--- config.mk ---
export PLATFORM = sky130hd
export DESIGN_NAME = matrix_write_arbiter
export DESIGN_NICKNAME = d
export VERILOG_FILES = /design/src/rtl/matrix_write_arbiter.sv
export SDC_FILE = /design/constraint.sdc
export NUM_CORES = 1
export LEC_CHECK = 0
export ABC_CLOCK_PERIOD_IN_PS = 3000
export CORE_ASPECT_RATIO = 0.9
export CORE_MARGIN = 2
export CORE_UTILIZATION = 47
export CTS_CLUSTER_DIAMETER = 50
export DETAILED_ROUTE_END_ITERATION = 10
export GPL_TIMING_DRIVEN = 0
export PLACE_DENSITY = 0.9
export SKIP_LAST_GASP = 1
export SLEW_MARGIN = 10
export SYNTH_ARGS = -nofsm -noshare
export SYNTH_HDL_FRONTEND = slang
export SYNTH_SLANG_ARGS = --single-unit
--- constraint.sdc ---
create_clock -name clk -period 3 [get_ports clk]
set_input_delay 0.3 -clock clk [delete_from_list [all_inputs] [get_ports clk]]
set_output_delay 0.3 -clock clk [all_outputs]
set_load 0.1 [all_outputs]
--- src/rtl/matrix_write_arbiter.sv ---
// Arbitrates the frame-memory pixel write port between processor writes and a
// screen fill sequencer. Define FILL_CHECKER_EN for a two-colour checkerboard fill.
module matrix_write_arbiter #(
    parameter int MATRIX_WIDTH    = 64,
    parameter int MATRIX_HEIGHT   = 32,
    parameter int ROW_LENGTH      = 7,
    parameter int COLUMN_LENGTH   = 6,
    parameter int INTERFACE_WIDTH = 24,
    parameter int FAIR_LIMIT      = 4
) (
    input  logic                       clk,
    input  logic                       rst,
    input  logic                       cpu_req,
    input  logic [ROW_LENGTH-1:0]      cpu_row,
    input  logic [COLUMN_LENGTH-1:0]   cpu_col,
    input  logic [INTERFACE_WIDTH-1:0] cpu_data,
    output logic                       cpu_gnt,
    input  logic                       fill_start,
    input  logic                       fill_abort,
    input  logic [INTERFACE_WIDTH-1:0] fill_color,
`ifdef FILL_CHECKER_EN
    input  logic [INTERFACE_WIDTH-1:0] fill_color_alt,
`endif
    output logic                       fill_busy,
    output logic                       fill_done,
    output logic [ROW_LENGTH-1:0]      mem_row,
    output logic [COLUMN_LENGTH-1:0]   mem_col,
    output logic [INTERFACE_WIDTH-1:0] mem_data,
    output logic                       mem_we
);

    localparam int FAIR_W = $clog2(FAIR_LIMIT + 1);

    typedef enum logic {
        S_IDLE = 1'b0,
        S_FILL = 1'b1
    } state_t;

    state_t                     r_state;
    state_t                     w_state_next;
    logic [FAIR_W-1:0]          r_fair_cnt;
    logic [FAIR_W-1:0]          w_fair_next;
    logic [ROW_LENGTH-1:0]      r_row_cnt;
    logic [ROW_LENGTH-1:0]      w_row_next;
    logic [COLUMN_LENGTH-1:0]   r_col_cnt;
    logic [COLUMN_LENGTH-1:0]   w_col_next;
    logic [INTERFACE_WIDTH-1:0] r_color;
    logic [INTERFACE_WIDTH-1:0] w_fill_pixel;

    logic                       r_mem_we;
    logic [ROW_LENGTH-1:0]      r_mem_row;
    logic [COLUMN_LENGTH-1:0]   r_mem_col;
    logic [INTERFACE_WIDTH-1:0] r_mem_data;
    logic                       r_fill_done;

    logic                       w_cpu_win;
    logic                       w_fill_win;
    logic                       w_last_row;
    logic                       w_last_pixel;

    assign w_last_row   = (r_row_cnt == ROW_LENGTH'(MATRIX_WIDTH - 1));
    assign w_last_pixel = w_last_row && (r_col_cnt == COLUMN_LENGTH'(MATRIX_HEIGHT - 1));

`ifdef FILL_CHECKER_EN
    logic [INTERFACE_WIDTH-1:0] r_color_alt;
    assign w_fill_pixel = (r_row_cnt[0] ^ r_col_cnt[0]) ? r_color_alt : r_color;
`else
    assign w_fill_pixel = r_color;
`endif

    always_comb begin
        w_state_next = r_state;
        w_fair_next  = '0;
        w_row_next   = r_row_cnt;
        w_col_next   = r_col_cnt;
        w_cpu_win    = 1'b0;
        w_fill_win   = 1'b0;
        case (r_state)
            S_IDLE: begin
                w_cpu_win = cpu_req;
                if (fill_start) begin
                    w_state_next = S_FILL;
                    w_row_next   = '0;
                    w_col_next   = '0;
                end
            end
            S_FILL: begin
                if (fill_abort) begin
                    // The fill gives up its slot; the processor may still use it.
                    w_cpu_win    = cpu_req;
                    w_state_next = S_IDLE;
                    w_row_next   = '0;
                    w_col_next   = '0;
                end else if (cpu_req && (r_fair_cnt != FAIR_W'(FAIR_LIMIT))) begin
                    w_cpu_win   = 1'b1;
                    w_fair_next = r_fair_cnt + FAIR_W'(1);
                end else begin
                    w_fill_win = 1'b1;
                end

                if (w_fill_win) begin
                    if (w_last_pixel) begin
                        w_state_next = S_IDLE;
                        w_row_next   = '0;
                        w_col_next   = '0;
                    end else if (w_last_row) begin
                        w_row_next = '0;
                        w_col_next = r_col_cnt + COLUMN_LENGTH'(1);
                    end else begin
                        w_row_next = r_row_cnt + ROW_LENGTH'(1);
                    end
                end
            end
            default: w_state_next = S_IDLE;
        endcase
    end

    always_ff @(posedge clk or posedge rst) begin
        if (rst) begin
            r_state     <= S_IDLE;
            r_fair_cnt  <= '0;
            r_row_cnt   <= '0;
            r_col_cnt   <= '0;
            r_color     <= '0;
`ifdef FILL_CHECKER_EN
            r_color_alt <= '0;
`endif
            r_mem_we    <= 1'b0;
            r_mem_row   <= '0;
            r_mem_col   <= '0;
            r_mem_data  <= '0;
            r_fill_done <= 1'b0;
        end else begin
            r_state    <= w_state_next;
            r_fair_cnt <= w_fair_next;
            r_row_cnt  <= w_row_next;
            r_col_cnt  <= w_col_next;
            if (r_state == S_IDLE && fill_start) begin
                r_color     <= fill_color;
`ifdef FILL_CHECKER_EN
                r_color_alt <= fill_color_alt;
`endif
            end
            r_mem_we    <= w_cpu_win | w_fill_win;
            r_fill_done <= w_fill_win & w_last_pixel;
            // Address and data always come from the same winner.
            if (w_cpu_win) begin
                r_mem_row  <= cpu_row;
                r_mem_col  <= cpu_col;
                r_mem_data <= cpu_data;
            end else if (w_fill_win) begin
                r_mem_row  <= r_row_cnt;
                r_mem_col  <= r_col_cnt;
                r_mem_data <= w_fill_pixel;
            end
        end
    end

    assign cpu_gnt   = w_cpu_win & ~rst;
    assign fill_busy = (r_state == S_FILL);
    assign fill_done = r_fill_done;
    assign mem_we    = r_mem_we;
    assign mem_row   = r_mem_row;
    assign mem_col   = r_mem_col;
    assign mem_data  = r_mem_data;

endmodule

==> results of run 1 <==
## metal layers
layer  share of wire, %  track usage (%)  vias to the layer above
met5                  0                0                        -
met4                2.7             10.8                        0
met3                7.9             4.85                       23
met2                 49             38.5                      158
met1                 40             30.8                     1495
li1                   -                -                     1426
## per-stage QoR
step                      instances  power, mW
after floorplan                 335       2.15
after global placement          536       2.47
after detailed placement        537       2.50
after CTS                       552       3.38
after global routing            552       3.49
final                           552       3.36
## repair_timing
item	CTS	global route
setup endpoints to repair	1	0
hold buffers	0	0
buffers inserted	0	0
resized for setup	3	0
## synth_stat cells (all sizes together)
cell type / n
xnor2: 4
nor2: 14
and3b: 1
o31ai: 2
o311ai: 1
nand3: 5
and2: 3
a221o: 16
or2: 1
o21ai: 27
a31oi: 2
inv: 28
a32o: 1
nand2: 38
and4b: 1
o2111ai: 1
nand2b: 2
and2b: 1
o22ai: 1
mux2: 24
o21a: 1
ha: 4
buf: 11
dfrtp: 80
nor4: 1
mux2i: 1
a21o: 1
and4: 1
a211oi: 1
and3: 3
nor2b: 1
or3: 1
o211ai: 1
nand4: 4
clkbuf: 8
a21boi: 1
a21oi: 17
nor4b: 2
a22oi: 22
a21bo: 1
## report_power, final
part / internal (mW) / switching [mW]
sequential: 1.23 / 0.102
combinational: 0.355 / 0.793
clock: 0.509 / 0.368
total: 2.09 / 1.26
## layout by cell type (no fill, tap or decap), types with 3 or more instances in the layout
cell,n
nand4_1,4
and3_1,3
buf_2,8
clkbuf_8,11
ha_1,4
buf_6,3
a22oi_1,22
inv_1,27
dfrtp_1,80
o21ai_0,27
clkdlybuf4s50_1,104
a21oi_1,17
clkbuf_1,9
nand3_1,5
xnor2_1,4
nor2_1,12
nand2_1,37
a221o_1,16
mux2_2,24
## cell type report
| cell class | instances | area share (%) |
|---|---|---|
| Inverter | 28 | 2.13 |
| Timing Repair Buffer | 106 | 21.4 |
| Buffer | 19 | 2.06 |
| Multi-Input combinational cell | 208 | 28.0 |
| Clock buffer | 12 | 3.08 |
| Tap cell | 96 | 2.38 |
| Sequential cell | 80 | 39.7 |
| Clock inverter | 3 | 1.29 |
## cell families after synthesis
| family | count (synthesis) |
|---|---|
| AO/OA/AOI/OAI | 96 |
| buffers and inverters | 47 |
| multiplexers | 25 |
| AND/OR/NAND/NOR | 79 |
| adder cells (fa/ha/maj) | 4 |
| XOR/XNOR | 4 |
| flip-flops | 80 |
## path summary, 6_finish.rpt
check                               from             to  depth (start not counted)
setup / recovery           r_fair_cnt[0]        cpu_gnt                          8
hold / removal                       rst   mem_data[13]                          2
setup reg to reg           r_fair_cnt[0]   r_col_cnt[1]                          6
hold reg to reg            r_fair_cnt[0]  r_fair_cnt[0]                          1
max in group asynchronous            rst     mem_col[1]                          3
min in group clk                 cpu_req   mem_data[11]                          3
## flip-flops by register name, indices dropped and copies added, names as in the netlist
signal	flops
fill_done	1
r_color	24
fill_busy	1
mem_col	6
r_fair_cnt	3
mem_row	7
r_col_cnt	6
r_row_cnt	7
mem_data	24
mem_we	1
==> results.cfg, run 1 <==
[outcome]
status = completed

[finish]
seq_area_mm2 = 0.00200
drive_above_1_share_pct = 12.9
nets = 522
fin_area_mm2 = 0.00504
diodes = 0
areaGrowthSynthToFinish_pct = 39.4
fillCellCount = 600
final_util_pct = 67.2
multiInputGateArea_mm2 = 0.00141

[cts]
cts_root_buf = clkbuf_8
clk_latency_ps = 350
cts_tree = done
cts_htree_levels = 3
cts_buffers = 9
path_clk_slew_ps = 80
cts_buffer_depth = 2
cts_sinks = 80

[place]
dpl_worst_slack_ps = -296
placed_cell_area_mm2 = 0.00482
detailed_place_hpwl_um = 6830
port_buffers = 105
gp_congestion = 0.887

[logic_synthesis]
yosysTopAreaCell = dfrtp_1
syn-num-nets = 405
synth_area_leaders = dfrtp_1 (55%), mux2_2 (7.5%), a22oi_1 (4.6%)
synth_top_area_share_pct = 55.3
ys_warn_count = 0
synth_cell_type_count = 44
yosysSeqAreaShare_pct = 55.3
yosys.area_share.adder_pct = 1.38
syn_area_mm2 = 0.00362
synth_top_family_by_area = compound AO/OA/AOI/OAI gates
syn_inst = 335
avgSynthCellArea_um2 = 10.8
synthSimpleGateAreaFrac_pct = 10.6
synth-compound-area-share_pct = 18.2
synthXorXnorAreaFrac_pct = 0.968
ys_ff_latch = 80
synthMuxAreaShare_pct = 7.74

[timing]
worst_slack_ps = 180
finalHoldViolCount = 0
whs_ps = 374
fin_crit_ps = 2820
rsz0062_at_grt = no
slew_viol_final = 0
worst_pin_slew_ps = 1010
max_freq_ghz = 0.355
setup-tns-final_ps = 0
slew_headroom_pct = 32.1
finalCritPeriodShare_pct = 94.0
setup_viol = 0
fin_worst_skew_ps = 12.8

[drt]
drtIter0Drc = 206
routed_wl_um = 9430
viasPerCell = 5.62
drtAntennaViolNets = 0
drc_errors = 0
wl_per_cell_um = 17.1
first_pass_iters = 6
num_vias = 3102

[setup_path]
crit_path_top_delay_cell = clkdlybuf4s15_2
worst-path-buf-inv = 3
cpPeakStageDelay_ps = 560
regToRegSetupSlack_ps = 890
critPathRequiredTime_ps = 2700
path_cells = inv_1 > ha_1 > a21bo_2 > nand2_4 > nand2_1 > clkbuf_1 > nor2_2 > clkdlybuf4s15_2
cp.arrival_ps = 2520
start_kind = flop
critical_path.top_delay_family = buffers and inverters
setup.worst_path.end_class = primary output
worstSetupPathType = reg -> out
path_max_fanout = 10

[power_and_ir_drop]
powerDensity_mw_per_mm2 = 665
p_leak_nw = 2.19
peakVddDrop_mv = 0.384

[global_routing]
grt_pass1_vias = 3196
overflow = 0
grt_pass1_wl_um = 15300
antenna_found_initial = 0
grt_max_degree = 51
track_usage_pct = 23.8

[floorplanning]
die_w_um = 96.5
rows = 30
dieArea_mm2 = 0.00842
design.core.area_mm2 = 0.00751
start_util_pct = 48.2
ioPinCount = 107
die_y_um = 87.3

[worst_hold_path]
hold_class = in -> async

[flow_run]
max-cap-violations = 0
Power figures use the tool's default switching activity.
==> inputs of run 2 (changes only) <==
GPL_TIMING_DRIVEN = 1   (was 0)
==> run 2 against run 1 <==
  * Maximum frequency is 27% higher
  * Count of clock-buffer cells in the layout stayed put
  * Hold slack improved by 50 ps
  * Routed wire length shrank 0.37%
  * Final cell count decreased by 1.4%
  * Global-route usage is 0.23 points lower
  * Sequential power hardly changed
  * Critical path depth shrank 2
  * Clock skew decreased by 1.1 ps
  * First-iteration DRC count up 49%
  * Clock power up 6.0%
  * Cell area decreased by 1.9%
==> results.cfg, run 2 (synthesis gave the netlist of run 1 again) <==
[setup_path]
regToRegSetupSlack_ps = 910
cp.arrival_ps = 1920
setup.worst_path.end_class = primary output
worstReg2RegStart = fill_busy
rr_worst_depth = 6
rr_endpoint = mem_data[14]
path_max_fanout = 9
worstSetupPathType = in -> out
critPathRequiredTime_ps = 2700
start_kind = input port

[place]
dp_cells = 528
port_buffers = 106
gp_congestion = 0.876
detailed_place_hpwl_um = 6640

[floorplanning]
dieArea_mm2 = 0.00842
die_y_um = 87.3
die_w_um = 96.5
ioPinCount = 107
start_util_pct = 48.2
rows = 30
design.core.area_mm2 = 0.00751

[finish]
layout.cells.most_common_list = dfrtp_1 (80), clkdlybuf4s50_1 (71), buf_4 (44)
final_cells = 544
diodes = 0
layout.cells.most_common = dfrtp_1
multiInputGateArea_mm2 = 0.00142
seq_area_mm2 = 0.00200
areaGrowthSynthToFinish_pct = 36.8
final_util_pct = 66.0
fillCellCount = 587
nets = 513
drive_above_1_share_pct = 21.2

[global_routing]
antenna_found_initial = 0
grt_max_degree = 45
use_met2_pct = 36.9
grt_pass1_wl_um = 15100
overflow = 0
grt_use_met1_pct = 33.3
gr-usage-met3_pct = 5.11
top_usage_layer = met2
grt_pass1_vias = 2989
track_usage_pct = 23.5

[timing]
finalCritPeriodShare_pct = 74.1
setup_viol = 0
fin_worst_skew_ps = 11.7
setup-tns-final_ps = 0
slew_viol_final = 0
max_freq_ghz = 0.450
rsz0062_at_grt = no
whs_ps = 424
fin_crit_ps = 2220
worst_pin_slew_ps = 964
finalHoldViolCount = 0
slew_headroom_pct = 35.5

[cts]
cts_htree_levels = 3
cts_root_buf = clkbuf_8
ctsResizeCount = 0
cts_setup_buffers = 0
cts_buffers = 9
cts_buffer_depth = 2
cts_tree = done
path_clk_slew_ps = 90
cts_hold_buffers = 0
clk_latency_ps = 340
cts_sinks = 80

[drt]
drtIter0Drc = 307
viasPerCell = 5.71
num_vias = 3108
drtAntennaViolNets = 0
drc_errors = 0
wl_per_cell_um = 17.3
routed_wl_um = 9400
first_pass_iters = 7

[outcome]
status = completed

[power_and_ir_drop]
powerDensity_mw_per_mm2 = 684
peakVddDrop_mv = 0.355
p_total_mw = 3.39
p_leak_nw = 2.21

[worst_hold_path]
hold_class = in -> async

[flow_run]
max-cap-violations = 0
run 2: cell count changes in the layout (fill, tap and decap cells not counted), moves of 2 or more:
cell	previous run	this run
buf_4	0	44
clkdlybuf4s50_1	104	71
clkbuf_1	9	0
buf_2	8	0
buf_6	3	0
clkinvlp_4	0	2
run 2: worst max path at each step:
stage | to | start | cells past startpoint
detailed placement | mem_data[14] | fill_abort | 7
global placement | mem_col[1] | fill_abort | 6
finish | cpu_gnt | cpu_req | 6
CTS | cpu_gnt | cpu_req | 6
floorplan | cpu_gnt | fill_busy | 6
global route | cpu_gnt | cpu_req | 6
run 2: final cells by class:
| type | count | share of cell area (%) |
|---|---|---|
| clock buffers | 12 | 3.34 |
| clock inverters | 4 | 1.52 |
| inverters | 28 | 2.15 |
| multi-input cells | 208 | 28.7 |
| flip-flops and latches | 80 | 40.4 |
| well taps | 96 | 2.43 |
| repair buffers | 116 | 21.4 |
run 2: stage by stage:
| stage | area (um^2) | worst slack (ps) |
|---|---|---|
| floorplan | 3620 | 306 |
| global placement | 4710 | 691 |
| detailed placement | 4710 | 593 |
| CTS | 4950 | 777 |
| global route | 4950 | 716 |
| finish | 4950 | 776 |
run 2: metal layers:
layer  up-vias  wire [um]
li1       1413          -
met1      1545       3980
met2       139       4590
met3        11        740
met4         0         86
met5         -          0
run 2: worst max-delay path: stages:
cell             delay (ps)
clkdlybuf4s50_1         700
a21bo_2                 320
nand2_4                 120
nand2_1                 120
nor2_2                  170
buf_12                  190
run 2: report_power, final:
group	internal [mW]	switching, mW
Sequential	1.23	0.106
Clock	0.537	0.393
Combinational	0.331	0.790
Total	2.10	1.29
==> inputs of run 3 (changes only) <==
ABC_CLOCK_PERIOD_IN_PS = 2050   (was 3000)
clock period = 2.05 ns   (was 3 ns; I/O delays follow)
==> run 3 against run 2 <==
  * Global-route usage fell by 0.27 points
  * Hold slack got worse by 41 ps
  * Largest cell class unchanged
  * Cell area rose by 1.6%
  * Core utilization rose by 1.1 points
  * Sequential share of layout area fell by 0.63 points
  * Critical endpoint unchanged
  * Final cell count rose by 0.92%
  * Combinational power rose by 48%
==> results.cfg, run 3 (synthesis gave the netlist of run 1 again) <==
[cts]
clk_latency_ps = 340
path_clk_slew_ps = 80
cts_buffers = 9
cts_tree = done
cts_root_buf = clkbuf_8
cts_htree_levels = 3
cts_hold_buffers = 0
cts_buffer_depth = 2
cts_sinks = 80

[timing]
fin_crit_ps = 1980
finalCritPeriodShare_pct = 96.4
slew_headroom_pct = 68.5
whs_ps = 383
setup_viol = 0
worst_pin_slew_ps = 472
slew_viol_final = 0
max_freq_ghz = 0.506
rsz0062_at_grt = no
fin_worst_skew_ps = 11.1
finalHoldViolCount = 0

[drt]
num_vias = 3031
drc_errors = 0
met1Wirelength_um = 4030
routed_wl_um = 9250
drtIter0Drc = 209
wl_met2_um = 4580
dr.max_layer_used = met4
wl_per_cell_um = 16.8
drtAntennaViolNets = 0
met3WireLength_um = 561
viasPerCell = 5.52
first_pass_iters = 4

[setup_path]
crit_path_top_delay_cell = dfrtp_1
worstSetupPathType = reg -> out
path_max_fanout = 7
cpPeakStageDelay_ps = 380
setup.worst_path.end_class = primary output
start_kind = flop
cp.arrival_ps = 1770
critPathRequiredTime_ps = 1850
path_cells = inv_1 > ha_1 > a21bo_2 > nand2_4 > nand2_2 > nor2_4 > buf_12

[finish]
final_util_pct = 67.0
nets = 520
layout.cells.most_common = dfrtp_1
fin_area_mm2 = 0.00503
fillCellCount = 574
diodes = 0
layout.cells.most_common_list = dfrtp_1 (79), clkdlybuf4s50_1 (65), buf_4 (53)
areaGrowthSynthToFinish_pct = 39.0
drive_above_1_share_pct = 23.6

[global_routing]
antenna_found_initial = 0
grt_max_degree = 54
track_usage_pct = 23.3
overflow = 0
grt_pass1_vias = 3050
grt_pass1_wl_um = 15000

[power_and_ir_drop]
powerDensity_mw_per_mm2 = 982
p_switching_mw = 1.84
internal_power_mw = 3.10
seq_power_share_pct = 39.5
p_total_mw = 4.94
p_comb_share_pct = 33.6
pwr-share-clk_pct = 26.8
p_sw_share_pct = 37.3
peakVddDrop_mv = 0.678
p_leak_nw = 2.26

[outcome]
status = completed

[flow_run]
max-cap-violations = 0

[place]
port_buffers = 106
placed_cell_area_mm2 = 0.00480
detailed_place_hpwl_um = 6610
gp_congestion = 0.888

[floorplanning]
die_w_um = 96.5
start_util_pct = 48.2
dieArea_mm2 = 0.00842
design.core.area_mm2 = 0.00751
rows = 30
die_y_um = 87.3
ioPinCount = 107

[worst_hold_path]
hold_class = in -> async
## run 3: changes by cell type in the layout (fill, tap and decap cells not counted), moves of 3 or more
cell,before,now
clkbuf_8,12,9
buf_12,1,5
buf_4,44,53
clkdlybuf4s50_1,71,65
## run 3: critical path: cells and delay by family (launching register included)
family / cells / cell delay (ps)
flip-flops: 1 / 380
AND/OR/NAND/NOR: 3 / 340
buffers and inverters: 2 / 230
adder cells (fa/ha/maj): 1 / 220
AO/OA/AOI/OAI: 1 / 260
## run 3: power groups by stage
| stage | combinational (mW) | clock (mW) | sequential [mW] |
|---|---|---|---|
| 6_report | 1.66 | 1.33 | 1.95 |
| 5_1_grt | 1.74 | 1.43 | 1.98 |
| 4_1_cts | 1.67 | 1.35 | 1.95 |
| 3_5_place_dp | 1.67 | 0 | 1.98 |
| 3_3_place_gp | 1.64 | 0 | 1.97 |
| 2_1_floorplan | 0.410 | 0 | 2.74 |
## run 3: per-layer routing
metal	global-route usage [%]	vias up
met5	0	-
met2	37.2	105
met4	5.12	0
li1	-	1420
met1	32.9	1498
met3	5.02	8
## run 3: worst paths after layout
check	startpoint	to	slack, ps	cells past startpoint
worst min register to register	r_color[18]	r_color[18]	510	1
min in group clk	cpu_data[20]	mem_data[20]	420	3
worst max register to register	r_row_cnt[0]	r_col_cnt[0]	190	5
max in group asynchronous	rst	fill_busy	1330	3
worst max-delay path	r_fair_cnt[0]	cpu_gnt	70	7
worst min-delay path	rst	r_row_cnt[2]	380	3
## run 3: final cells by class
cell class	count	area [um^2]	share of cell area, %
sequential	80	2000	39.8
tap	96	120	2.39
timing repair buffer	123	1150	22.8
clock buffer	10	128	2.54
inverter	28	109	2.16
multi-input combinational	208	1430	28.4
clock inverter	4	95.1	1.89
## run 3: timing repair
item	4_1_cts	5_1_grt
buffers inserted	0	1
resized for setup	0	1
endpoints found under the setup margin	0	1
## run 3: metrics by stage
| stage | TNS [ps] | worst slack, ps | instances |
|---|---|---|---|
| after detailed placement | 0 | 90.4 | 534 |
| after global placement | 0 | 113 | 534 |
| after CTS | 0 | 32.1 | 548 |
| after floorplan | -30.6 | -30.6 | 335 |
| final | 0 | 73.6 | 549 |
| after global routing | 0 | 9.77 | 549 |
